===== config.mk =====
export PLATFORM = sky130hd
export DESIGN_NAME = fpga_robots_game_kc_tx
export DESIGN_NICKNAME = d
export VERILOG_FILES = /design/src/rtl/fpga_robots_game_kc_tx_pkg.sv /design/src/rtl/fpga_robots_game_kc_fifo.sv /design/src/rtl/fpga_robots_game_kc_tx.sv
export SDC_FILE = /design/constraint.sdc
export NUM_CORES = 1
export LEC_CHECK = 0
export ABC_AREA = 1
export BUFFER_PORTS_ARGS = -buffer_cell sky130_fd_sc_hd__buf_2
export CORE_ASPECT_RATIO = 2
export CORE_MARGIN = 2
export CORE_UTILIZATION = 55
export DETAILED_ROUTE_END_ITERATION = 12
export PLACE_DENSITY_LB_ADDON = 0.12
export RECOVER_POWER = 25
export SETUP_SLACK_MARGIN = 0.5
export SLEW_MARGIN = 0
export SYNTH_ARGS = -nofsm -noshare
export SYNTH_HDL_FRONTEND = slang
export SYNTH_HIERARCHICAL = 1
export SYNTH_SLANG_ARGS = --single-unit

===== constraint.sdc =====
create_clock -name clk -period 3.75 [get_ports clk]
set_clock_uncertainty 0.05 [all_clocks]
set_input_delay 0.1875 -clock clk [delete_from_list [all_inputs] [get_ports clk]]
set_output_delay 0.1875 -clock clk [all_outputs]
set_load 0.05 [all_outputs]

===== src/rtl/fpga_robots_game_kc_tx_pkg.sv =====
// Shared constants and FSM state encoding for the keycode serial encoder.
// SYNC/GAP3 states exist only when FPGA_ROBOTS_KC_TX_SYNC_EN is defined.
package fpga_robots_game_kc_tx_pkg;

    localparam logic [3:0] KC_PFX_HI    = 4'h4;
    localparam logic [3:0] KC_PFX_LO    = 4'h5;
    localparam logic [7:0] KC_SYNC_BYTE = 8'h0a;

    typedef enum logic [2:0] {
        ST_IDLE = 3'd0,
        ST_HI   = 3'd1,
        ST_GAP1 = 3'd2,
        ST_LO   = 3'd3,
`ifdef FPGA_ROBOTS_KC_TX_SYNC_EN
        ST_GAP2 = 3'd4,
        ST_SYNC = 3'd5,
        ST_GAP3 = 3'd6
`else
        ST_GAP2 = 3'd4
`endif
    } kc_state_t;

    function automatic logic [7:0] kc_byte(input logic [3:0] pfx, input logic [3:0] nib);
        return {pfx, nib};
    endfunction

endpackage


===== src/rtl/fpga_robots_game_kc_fifo.sv =====
// Keycode FIFO: depth 2**FIFO_LOG2, show-ahead read data, count/full/empty from registers.
// Latency: pushed word visible at pop_dat the cycle after the push.
// Backpressure: push while full is ignored unless a pop happens in the same cycle.
module fpga_robots_game_kc_fifo #(
    parameter int FIFO_LOG2 = 3,
    parameter int W         = 8
) (
    input  logic                 clk,
    input  logic                 rst,
    input  logic                 push,
    input  logic [W-1:0]         push_dat,
    input  logic                 pop,
    output logic [W-1:0]         pop_dat,
    output logic                 full,
    output logic                 empty,
    output logic [FIFO_LOG2:0]   cnt
);

    localparam int                   DEPTH    = 2 ** FIFO_LOG2;
    localparam logic [FIFO_LOG2:0]   CNT_FULL = (FIFO_LOG2 + 1)'(DEPTH);
    localparam logic [FIFO_LOG2:0]   CNT_ONE  = (FIFO_LOG2 + 1)'(1);
    localparam logic [FIFO_LOG2-1:0] PTR_ONE  = (FIFO_LOG2)'(1);

    logic [W-1:0]         mem [DEPTH];
    logic [FIFO_LOG2-1:0] wr_ptr;
    logic [FIFO_LOG2-1:0] rd_ptr;
    logic                 do_push;
    logic                 do_pop;

    assign full    = (cnt == CNT_FULL);
    assign empty   = (cnt == '0);
    assign do_pop  = pop && !empty;
    // A pop frees the slot in the same cycle, so a full FIFO can still take a push.
    assign do_push = push && (!full || do_pop);
    assign pop_dat = mem[rd_ptr];

    always_ff @(posedge clk) begin
        if (do_push) begin
            mem[wr_ptr] <= push_dat;
        end
    end

    always_ff @(posedge clk or posedge rst) begin
        if (rst) begin
            wr_ptr <= '0;
            rd_ptr <= '0;
            cnt    <= '0;
        end else begin
            if (do_push) begin
                wr_ptr <= wr_ptr + PTR_ONE;
            end
            if (do_pop) begin
                rd_ptr <= rd_ptr + PTR_ONE;
            end
            case ({do_push, do_pop})
                2'b10:   cnt <= cnt + CNT_ONE;
                2'b01:   cnt <= cnt - CNT_ONE;
                default: cnt <= cnt;
            endcase
        end
    end

endmodule


===== src/rtl/fpga_robots_game_kc_tx.sv =====
// Keycode-to-serial encoder: each code becomes {4,hi} then {5,lo}; FPGA_ROBOTS_KC_TX_SYNC_EN appends 0x0a.
// Latency: kc_stb at cycle N gives stb at N+3 and N+5 with rdy high and the FIFO empty.
// Backpressure: ser_tx_rdy low stalls before each byte; codes arriving to a full FIFO are dropped (sticky ovf).
module fpga_robots_game_kc_tx
    import fpga_robots_game_kc_tx_pkg::*;
#(
    parameter int FIFO_LOG2 = 3
) (
    input  logic                 clk,
    input  logic                 rst,
    input  logic [7:0]           kc_dat,
    input  logic                 kc_stb,
    output logic [7:0]           ser_tx_dat,
    output logic                 ser_tx_stb,
    input  logic                 ser_tx_rdy,
    output logic                 busy,
    output logic                 ovf,
    output logic [FIFO_LOG2:0]   fifo_cnt
);

    kc_state_t  state;
    kc_state_t  state_nxt;
    logic [7:0] hold;
    logic [7:0] hold_nxt;
    logic [7:0] dat_nxt;
    logic       stb_nxt;
    logic       busy_nxt;
    logic       pop;
    logic       push_ok;
    logic       full;
    logic       empty;
    logic [7:0] head;

    fpga_robots_game_kc_fifo #(
        .FIFO_LOG2 (FIFO_LOG2),
        .W         (8)
    ) u_fifo (
        .clk      (clk),
        .rst      (rst),
        .push     (kc_stb),
        .push_dat (kc_dat),
        .pop      (pop),
        .pop_dat  (head),
        .full     (full),
        .empty    (empty),
        .cnt      (fifo_cnt)
    );

    assign pop     = (state == ST_IDLE) && !empty;
    assign push_ok = kc_stb && (!full || pop);

    always_comb begin
        state_nxt = state;
        hold_nxt  = hold;
        dat_nxt   = ser_tx_dat;
        stb_nxt   = 1'b0;
        case (state)
            ST_IDLE: begin
                if (!empty) begin
                    hold_nxt  = head;
                    state_nxt = ST_HI;
                end
            end
            ST_HI: begin
                if (ser_tx_rdy) begin
                    dat_nxt   = kc_byte(KC_PFX_HI, hold[7:4]);
                    stb_nxt   = 1'b1;
                    state_nxt = ST_GAP1;
                end
            end
            // Dead cycle lets the transmitter drop rdy before we look at it again.
            ST_GAP1: state_nxt = ST_LO;
            ST_LO: begin
                if (ser_tx_rdy) begin
                    dat_nxt   = kc_byte(KC_PFX_LO, hold[3:0]);
                    stb_nxt   = 1'b1;
                    state_nxt = ST_GAP2;
                end
            end
`ifdef FPGA_ROBOTS_KC_TX_SYNC_EN
            ST_GAP2: state_nxt = ST_SYNC;
            ST_SYNC: begin
                if (ser_tx_rdy) begin
                    dat_nxt   = KC_SYNC_BYTE;
                    stb_nxt   = 1'b1;
                    state_nxt = ST_GAP3;
                end
            end
            ST_GAP3: state_nxt = ST_IDLE;
`else
            ST_GAP2: state_nxt = ST_IDLE;
`endif
            default: state_nxt = ST_IDLE;
        endcase
        // A pop always leaves IDLE, so a non-empty FIFO without a pop stays non-empty.
        busy_nxt = (state_nxt != ST_IDLE) || push_ok || !empty;
    end

    always_ff @(posedge clk or posedge rst) begin
        if (rst) begin
            state      <= ST_IDLE;
            hold       <= 8'h00;
            ser_tx_dat <= 8'h00;
            ser_tx_stb <= 1'b0;
            busy       <= 1'b0;
            ovf        <= 1'b0;
        end else begin
            state      <= state_nxt;
            hold       <= hold_nxt;
            ser_tx_dat <= dat_nxt;
            ser_tx_stb <= stb_nxt;
            busy       <= busy_nxt;
            if (kc_stb && !push_ok) begin
                ovf <= 1'b1;
            end
        end
    end

endmodule

# == Word level (Yosys, flattened, before mapping) ==
# Memory sizes are Yosys's and may differ from the RTL's. A register that Yosys moved wholly into a read port is not among the register bits.
# Index checks and enable logic that the tools add are counted.
# totals
ff_bits,24
latchBits,0
ramBits,64
romBits,0
in_bits,12
out_inout_bits,15
n_memories,1
# classes
add_sub_neg,4
multipliers,0
n_div,0
magnitude_cmp,0
eq_ne,8
shifts,0
n_mux,12
bitwise,1
reduce_logical,20
# mem_list
memory,words,word_bits,rd,rd_ports_with_merged_regs,wr,line_no,text
u_fifo.mem,8,8,1,1,1,fpga_robots_game_kc_fifo.sv:24,logic [W-1:0] mem [DEPTH];
# op_table
operator,n
8-bit 2-to-1 mux,2
8-bit one-hot mux with 2 select lines,1
3-bit one-hot mux with 4 select lines,1
3-bit 2-to-1 mux,3
4-bit one-hot mux with 2 select lines,1
3-bit by 1-bit adder with 3-bit output (second input constant),2
3-bit by 2-bit equality test with 1-bit output (second input constant),2
1-bit logical AND,5
4-bit by 1-bit adder with 4-bit output (second input constant),1
4-bit equality test (second input constant),1
4-bit logical NOT,1
1-bit logical OR,4
1-bit 2-to-1 mux,4
2-bit inequality test (second input constant),2
2-bit nonzero test,2
4-bit by 1-bit subtractor with 4-bit output (second input constant),1
3-bit by 1-bit equality test with 1-bit output (second input constant),1
1-bit logical NOT,3
3-bit logical NOT,1
3-bit AND reduction,1
3-bit nonzero test,1
2-bit by 1-bit equality test with 1-bit output (second input constant),1
2-bit equality test (second input constant),1
2-bit AND reduction,1
2 further kinds,2

# == Logic depth before layout (Yosys ltp) ==
# Gate-level depths: netlist of run 1.
# depth
word_depth,8
ltp_mapped,17
depth_no_buf,16

# == Cells and area by module ==
# The synthesis of run 1 kept the hierarchy.
# by_module_without_submodules
module,n_inst,cells_per_inst,area_per_inst_um2,seq_area_each_um2
fpga_robots_game_kc_fifo,1,254,3206.8,2172.1
fpga_robots_game_kc_tx,1,101,889.6,500.5

# == Worst setup path before layout of run 1 ==
# OpenSTA, ideal clock, no wires.
# synth_path
kind,reg2reg
startpoint,register u_fifo.cnt[0]
endpoint,register u_fifo.cnt[3]
setup_ns,0.113
arrival_time_ns,2.402
required_time_ns,3.587
path_slack_ns,1.185
stages_incl_launch_ff,17
path_cell_list,dfrtp_1 -> nor2_4 -> nand2_4 -> inv_1 -> nor2_2 -> nand2_4 -> inv_4 -> buf_6 -> nand3_2 -> inv_1 -> ha_1 -> a21oi_1 -> nand3_1 -> nand2_1 -> nand3_1 -> nand2_1 -> inv_1
# synth_via
elab_chain_cells,8
elab_cells_between_ends,14
# synth_rtl
element,line_no,text
from (decl),fpga_robots_game_kc_fifo.sv:16,output logic [FIFO_LOG2:0] cnt
from (signal assigned),fpga_robots_game_kc_fifo.sv:56,2'b10: cnt <= cnt + CNT_ONE;
from (signal assigned),fpga_robots_game_kc_fifo.sv:57,2'b01: cnt <= cnt - CNT_ONE;
from (signal assigned),fpga_robots_game_kc_fifo.sv:58,default: cnt <= cnt;
4-bit logical NOT *,fpga_robots_game_kc_fifo.sv:31,assign empty = (cnt == '0);
net empty,fpga_robots_game_kc_tx.sv:31,logic empty;
1-bit logical NOT *,fpga_robots_game_kc_tx.sv:49,assign pop = (state == ST_IDLE) && !empty;
1-bit logical AND *,fpga_robots_game_kc_tx.sv:49,
net pop,fpga_robots_game_kc_tx.sv:28,logic pop;
1-bit logical AND *,fpga_robots_game_kc_fifo.sv:32,assign do_pop = pop && !empty;
1-bit logical OR,fpga_robots_game_kc_fifo.sv:34,assign do_push = push && (!full || do_pop);
1-bit logical AND,fpga_robots_game_kc_fifo.sv:34,
2-bit by 1-bit equality test with 1-bit output / 2-bit equality test (equally long branches),fpga_robots_game_kc_fifo.sv:55,"case ({do_push, do_pop})"
4-bit one-hot mux with 2 select lines / 2-bit nonzero test (equally long branches),--,
# Mark *: on every way through the listed nets, which the timed path passes. The rest lies on a longest branch.
# A chain may end at the register's enable or synchronous reset.

==> impl_summary.md, run 1 <==
Logic synthesis
The biggest area contributor in the post-synthesis netlist is sky130_fd_sc_hd__edfxtp_1. Counting distinct cell types in the post-synthesis netlist gives 37. The cell area after synthesis is about 0.004 sq mm. The Yosys step of the flow raised 6 warnings. After synthesis, the cell types taking the most area are sky130_fd_sc_hd__edfxtp_1, sky130_fd_sc_hd__dfrtp_1, sky130_fd_sc_hd__nand2_1.

The most numerous cell in the Yosys netlist is sky130_fd_sc_hd__nand2_1. The count of flip-flops with a built-in enable after synthesis is 64. The dominant synthesized flop cell is sky130_fd_sc_hd__edfxtp_1. The synthesized area divided by synthesized cell count is approximately 12 sq um. For this run, the register share of the synthesized area comes to between 60 and 70%. By count the netlist is led by sky130_fd_sc_hd__nand2_1, sky130_fd_sc_hd__edfxtp_1, sky130_fd_sc_hd__nor2_1. The share of synthesized flip-flops with an asynchronous set or reset is 31.9%. The share of the synthesized area in the top cell type is between 40% and 50%. Counting every instance in the synthesized netlist gives between 300 and 400. The count of state elements after synthesis is 94.

Critical path
The arrival time reported for the critical path endpoint is between 2000 and 3000 ps. Data on the critical path is required at its endpoint by slightly below 4000 ps. The worst setup path is of the reg2reg kind.

The largest fanout of any net on the critical path is 34. STA classifies the critical path startpoint as a register. The category of the worst setup path capture point is a register.

Drt
Dividing the detail-routed via count by the number of cells gives between 5 and 6. The DRC violations left is 0. In this run the remaining antenna-violating nets after routing total 0. After detailed routing, the average wire length per cell comes to approximately 18 microns. The final layout contains routed wiring with a total length of 8.67 mm.

The routed layout has about 2500 vias. For this block, the initial DRC count from the detailed router was 154. For this run, the detailed router's first-pass iteration total came to 4.

Die
The horizontal extent of the die is around 65 microns. From bottom edge to top edge, the die measures 126 microns. The die area is 0.00820 sq mm.

The core box area is 0.00727 sq mm. The number of cell rows is between 40 and 50. For this configuration, the core starts out at a cell density of 56.4%.

The number of I/O pins is 27.

Layout
The count of inserted antenna diode cells is 0. The post-route core utilization is 62.7%. The post-route netlist has approximately 17% of its cells at a drive strength greater than 1.

The net count reported at finish is ~400. The layout overhead on the synthesized area is 11.2%.

GRT
The maximum number of pins on one net before global-route repair is 35. The global-route wire length before repair is 13.5 mm. The number of global-route vias before repair is ~2700.

The remaining global-route overflow is 0. The number of antenna violations at the first check in global routing is 0. The global-route usage over all layers is about a quarter.

Timing
The pin slew with the least headroom to its limit is roughly 1200 ps. Setup repair after global routing left no endpoint under its margin. The hold slack is between 70 and 80 ps. Setup total negative slack on the finished layout was measured at 0 ps. The final critical-path share of the clock period is 67.9%. The final count of hold timing violations was 0. Setup violations remaining at the end of the flow were counted as 0.

The number of pins exceeding their max-slew limit in the final report was 0. After layout, the worst setup slack is ~1200 ps. Headroom to the max-slew limit came out at ~20%. The post-route minimum period is around 2500 ps. Static timing analysis puts the maximum clock frequency at slightly below 0.4 GHz.

Clock network
The latest clock arrival within the worst-skew pair is ~350 ps. The buffer count from post-CTS setup fixing is 0. Clock-pin slew was measured on the worst setup and hold paths at 60 ps. TritonCTS built the clock tree. The maximum buffer depth of the clock tree is 2. The number of clock buffers added by TritonCTS is 9. CTS built an H-tree with a depth of 3.

The clock drives 94 sinks. The clock tree root driver cell is sky130_fd_sc_hd__clkbuf_16.

Outcome
The run finished with clean final reports.

Min path
The path category of the worst min-delay check is in2reg.

Place
The wire-length estimate of the detail-placed layout is approximately 6.3 mm. The routability-driven placement congestion ratio is between 0.8 and 0.9. The pre-CTS setup slack is ~1300 ps. Port buffering added 24 buffers.

Pwr
The largest voltage drop on the vdd net is between 0.0005 and 0.0006 V. The leakage power of the design is about 1.9 nW. Power spread over the standard cell area amounts to slightly below 900 mW/mm^2. The completed layout was analyzed and its total power is roughly 3.9 mW.

Job
The tool flagged a number of max-cap violations equal to 0.
## path summary, 6_finish.rpt
kind | startpoint | to | slack [ps] | cells past startpoint
worst max register to register | u_fifo/rd_ptr[0] | hold[7] | 1200 | 7
max in group asynchronous | rst | state[1] | 2710 | 3
min in group asynchronous | rst | u_fifo/cnt[1] | 350 | 3
worst max-delay path | u_fifo/rd_ptr[0] | hold[7] | 1200 | 7
worst min-delay path | ser_tx_rdy | state[2] | 80 | 3
worst min register to register | ser_tx_dat[4] | ser_tx_dat[4] | 420 | 2
## critical path: stages, from the launching register on
cell                      delay [ps]
sky130_fd_sc_hd__dfrtp_1        1140
sky130_fd_sc_hd__inv_2           470
sky130_fd_sc_hd__o21ai_0         370
sky130_fd_sc_hd__o21ai_1         130
sky130_fd_sc_hd__nand2_1          70
sky130_fd_sc_hd__nand2_1          60
sky130_fd_sc_hd__nand2_1          80
sky130_fd_sc_hd__o21ai_2          50
## stage by stage
| step | instances | cell area (sq um) |
|---|---|---|
| after floorplan | 356 | 4100 |
| after global placement | 460 | 4260 |
| after detailed placement | 460 | 4260 |
| after CTS | 477 | 4570 |
| after global routing | 477 | 4560 |
| final | 477 | 4560 |
## layout by cell type (no fill, tap or decap), types with 2 or more instances in the layout
cell and instances:
sky130_fd_sc_hd__nand2_1 71, sky130_fd_sc_hd__inv_1 23, sky130_fd_sc_hd__o21ai_2 5, sky130_fd_sc_hd__clkbuf_1 9
sky130_fd_sc_hd__clkinv_2 2, sky130_fd_sc_hd__mux2i_1 8, sky130_fd_sc_hd__inv_2 2, sky130_fd_sc_hd__o21ai_1 11
sky130_fd_sc_hd__conb_1 2, sky130_fd_sc_hd__o22ai_1 8, sky130_fd_sc_hd__nor2_1 44, sky130_fd_sc_hd__nor2_4 2
sky130_fd_sc_hd__nand3_2 3, sky130_fd_sc_hd__nor2_2 4, sky130_fd_sc_hd__nor3b_2 3, sky130_fd_sc_hd__o21ai_0 26
sky130_fd_sc_hd__clkbuf_8 2, sky130_fd_sc_hd__nand2_4 5, sky130_fd_sc_hd__ha_1 4, sky130_fd_sc_hd__xor2_1 4
sky130_fd_sc_hd__inv_4 2, sky130_fd_sc_hd__edfxtp_1 64, sky130_fd_sc_hd__clkbuf_16 10, sky130_fd_sc_hd__nand3_1 9
sky130_fd_sc_hd__a21oi_1 3, sky130_fd_sc_hd__buf_2 17, sky130_fd_sc_hd__dfrtp_1 30
## what timing repair did
action	in CTS	in global routing
endpoints found under the hold margin	30	0
hold buffers	1	0
resized for setup	0	0
## report_power, final
group,total (mW),switching (mW),internal [mW]
clock,0.886,0.361,0.525
combinational,1.43,0.958,0.472
sequential,1.63,0.263,1.36
## flip-flops by register name (all words and copies together), names as in the netlist
signal and flops:
ser_tx_stb 1, state 3, ovf 1, u_fifo/rd_ptr 3, hold 8, u_fifo/mem 64, ser_tx_dat 6, u_fifo/wr_ptr 3
busy 1, u_fifo/cnt 4
## routing by layer
layer	track usage, %	vias to the layer above	part of all wire (%)
met2	44.0	48	57
met3	5.45	24	2.8
li1	-	1243	-
met1	21.1	1211	34
met5	0	-	0
met4	15.8	0	5.6
## cell families after synthesis
kind of cell | count (synthesis) | synth area share [%]
and+or+nand+nor | 147 | 17.8
DFF | 94 | 65.2
AOI/OAI and AO/OA | 54 | 7.36
buffers and inverters | 40 | 4.52
muxes | 9 | 2.23
adders and majority gates | 5 | 1.71
xor gates and xnor gates | 5 | 1.07
other | 1 | 0.0915
## final cells by class
type                            instances  area, sq um
Fill cell                             621         2710
Clock buffer                           14          285
Timing Repair Buffer                   25          121
Clock inverter                          2         11.3
Tap cell                               92          115
Inverter                               28          109
Sequential cell                        94         2670
Multi-Input combinational cell        222         1240
No activity file was read; power rests on OpenSTA's default activity.
==> run 2: changes to the inputs <==
--- a/config.mk
+++ b/config.mk
@@ -9,7 +9,7 @@
 export BUFFER_PORTS_ARGS = -buffer_cell sky130_fd_sc_hd__buf_2
 export CORE_ASPECT_RATIO = 2
 export CORE_MARGIN = 2
-export CORE_UTILIZATION = 55
+export CORE_UTILIZATION = 54
 export DETAILED_ROUTE_END_ITERATION = 12
 export PLACE_DENSITY_LB_ADDON = 0.12
 export RECOVER_POWER = 25
==> constraint.sdc (replaced) <==
create_clock -name clk -period 2.31 [get_ports clk]
set_clock_uncertainty 0.05 [all_clocks]
set_input_delay 0.1155 -clock clk [delete_from_list [all_inputs] [get_ports clk]]
set_output_delay 0.1155 -clock clk [all_outputs]
set_load 0.05 [all_outputs]
==> run 2 against run 1 <==
  * Die area is 1.8% higher
  * Clock power is 65% higher
  * Count of clock-buffer cells in the layout is 4 lower
  * Fmax is 34% higher
  * Critical endpoint is now u_fifo/cnt[2]
  * Utilization up 3.6 points
  * Wire length down 8.0%
  * Critical path depth up 6
==> impl_summary.md, run 2 (synthesized netlist as in run 1, its figures left out) <==
Timing
Setup repair after global routing missed its margin: yes (was no). The post-route minimum period is 1900 ps (was 2550 ps). The worst relative slew slack was 51.6% (was 19.5%).

The number of pins exceeding their max-slew limit in the final report is 0 (unchanged). The highest achievable clock rate is 0.527 GHz (was 0.393 GHz). The final count of hold timing violations is 0 (unchanged). The final critical-path share of the clock period is 82.2% (was 67.9%).

The final-layout setup total negative slack is 0 ps (unchanged). The pin slew with the least headroom to its limit is 725 ps (was 1210 ps). The final setup violation count is 0 (unchanged).

Critical path
The largest fanout of any net on the critical path came to 3 (was 34). The delay of the slowest cell on the worst path came to 390 ps (was 1140 ps). The required arrival time at the worst endpoint is 2480 ps (was 3940 ps). Sequence of cells on the critical path: nor2_4, nand2_4, inv_4, nor2_4, nand2_4, inv_8, nand3_4, buf_4, buf_6, fa_2, xnor2_1, nand2_1, o21ai_1 (was inv_2, o21ai_0, o21ai_1, nand2_1, nand2_1, nand2_1, o21ai_2).

The startpoint type of the worst setup path was a register (unchanged). The category of the most critical setup path is reg2reg (unchanged). The category of the worst setup path capture point is a register (unchanged). The slowest stage cell on the critical path is sky130_fd_sc_hd__dfrtp_2 (was sky130_fd_sc_hd__dfrtp_1). The arrival time reported for the critical path endpoint is 2070 ps (was 2730 ps).

Die
The number of I/O pins is 27 (unchanged). The initial core utilization is 54.7% (was 56.4%). The core box area is 0.00749 sq mm (was 0.00727 sq mm).

The die height is 127 microns (was 126 microns). The die area is 0.00834 sq mm (was 0.00820 sq mm). The number of cell rows is 45 (was 44). The horizontal extent of the die came to 65.6 microns (was 65.0 microns).

Clock network
The latest clock arrival within the worst-skew pair is 340 ps (was 350 ps). The number of levels the H-tree was split into is 3 (unchanged). The total clock buffers created by CTS is 9 (unchanged). The number of clock sinks is 94 (unchanged). The clock tree root driver cell is sky130_fd_sc_hd__clkbuf_16 (unchanged). The TritonCTS clock tree is yes (unchanged).

The maximum buffer depth of the clock tree came to 2 (unchanged). The clock transition at the register clock pins on the worst setup and hold paths after CTS is 60 ps (about the same).

Pwr
The leakage power of the design is 2.02 nW (was 1.88 nW). The largest voltage drop on the vdd net is 0.000859 V (was 0.000545 V). The sum of internal, switching and leakage power was 7.00 mW (was 3.94 mW). The power density over the cells came to 1410 mW/mm^2 (was 865 mW/mm^2).

GRT
The remaining global-route overflow is 0 (unchanged). The global-route usage over all layers came to 21.1% (was 23.5%). The number of global-route vias before repair is 2609 (was 2685). The maximum number of pins on one net before global-route repair is 35 (unchanged). The global-route wire length before repair was 12.9 mm (was 13.5 mm).

The number of antenna violations at the first check in global routing is 0 (unchanged).

Drt
The via-per-instance ratio is 5.33 (was 5.30). The detailed-router iteration count before antenna repair is 4 (unchanged). The highest signal layer in the routed design is met4 (unchanged). The total number of vias was 2676 (was 2526). The total met2 wirelength after detailed routing is 4.26 mm (was 4.97 mm). The DRC violations left came to 0 (unchanged). The number of nets with antenna violations after detailed routing is 0 (unchanged).

The violation count after the first detailed-routing iteration came to 307 (was 154). The post-detailed-routing wire length is 7.97 mm (was 8.67 mm). The total met3 wirelength after detailed routing is 233 microns (was 239 microns). The post-route met1 wirelength came to 3.25 mm (was 2.97 mm).

The routed length per placed instance is 15.9 microns (was 18.2 microns).

Layout
The most common cell after layout, fill and taps aside is sky130_fd_sc_hd__nand2_1 (unchanged). The fraction of final layout cells sized beyond drive strength 1 is 25.2% (was 16.6%). The net count reported at finish is 420 (was 397). The number of cells in the finished layout apart from fillers was 502 (was 477). The flip-flop count of the largest register, all copies and words added came to 64 (unchanged).

The layout overhead on the synthesized area is 21.3% (was 11.2%). The count of inserted antenna diode cells is 0 (unchanged). Most frequent cells in the layout: sky130_fd_sc_hd__nand2_1, sky130_fd_sc_hd__edfxtp_1, sky130_fd_sc_hd__nor2_1, sky130_fd_sc_hd__o21ai_0, sky130_fd_sc_hd__dfrtp_1 (was sky130_fd_sc_hd__nand2_1, sky130_fd_sc_hd__edfxtp_1, sky130_fd_sc_hd__nor2_1, sky130_fd_sc_hd__dfrtp_1, sky130_fd_sc_hd__o21ai_0).

The register with the highest flop count is u_fifo/mem (unchanged). Registers with the highest flip-flop counts: u_fifo/mem: 64 flops, hold: 8 flops, ser_tx_dat: 6 flops (unchanged).

Place
The number of cells after detailed placement is 465 (was 460). The routability-driven placement congestion ratio came to 0.864 (was 0.809). The half-perimeter wire length after detailed placement is 5.25 mm (was 6.28 mm). The number of port buffers was 24 (unchanged).

Job
The total of max-cap violations is 0 (unchanged).

Min path
The path category of the worst min-delay check is in2reg (unchanged).

Outcome
Result of the run: complete, no violations (unchanged).
## run 2: final timing paths
kind | startpoint | end | slack, ps | cells past startpoint
worst max-delay path | u_fifo/cnt[2] | u_fifo/cnt[2] | 410 | 13
worst max register to register | u_fifo/cnt[2] | u_fifo/cnt[2] | 410 | 13
max in group asynchronous | rst | hold[5] | 1360 | 3
worst min-delay path | kc_dat[3] | u_fifo/mem[4][3] | 70 | 1
worst min register to register | ser_tx_dat[6] | ser_tx_dat[6] | 410 | 1
min in group asynchronous | rst | u_fifo/rd_ptr[2] | 270 | 3
## run 2: layout make-up
class	count	area, sq um
clock buffers	10	229
clock inverters	6	70.1
fillers	567	2520
inverters	28	120
multi-input cells	222	1370
flip-flops and latches	94	2680
well taps	94	118
repair buffers	48	379
## run 2: power breakdown
group	internal [mW]	leakage (nW)	total, mW	switching [mW]
Combinational	1.13	0.948	3.03	1.89
Sequential	2.22	0.934	2.51	0.290
Clock	0.847	0.141	1.46	0.612
## run 2: through the flow
stage	util (%)	cell area (sq um)	hold slack (ps)	setup WS, ps
2_1_floorplan	-	4220	-94.6	116
3_3_place_gp	58.9	4410	85.3	189
3_5_place_dp	58.9	4410	89.9	145
4_1_cts	65.4	4900	5.42	467
5_1_grt	66.3	4970	67.2	315
6_report	66.3	4970	65.3	411
## run 2: repair_timing
item	in CTS	in global routing
endpoints found under the setup margin	67	75
hold endpoints to repair	32	0
setup buffers	14	5
pin swaps	7	5
hold buffers	2	0
gates resized for setup	6	5
## run 2: worst max-delay path: cells and delay by family, from the launching register on
family	cells	cell delay [ps]
and+or+nand+nor	6	440
AOI/OAI and AO/OA	1	60
buffers and inverters	4	380
DFF	1	390
xor gates and xnor gates	1	120
adders and majority gates	1	350
## run 2: routing by layer
layer,global-route usage (%),vias to the layer above
met5,0,-
met4,10.2,0
met3,5.37,14
met2,33.6,46
met1,26.7,1319
li1,-,1297
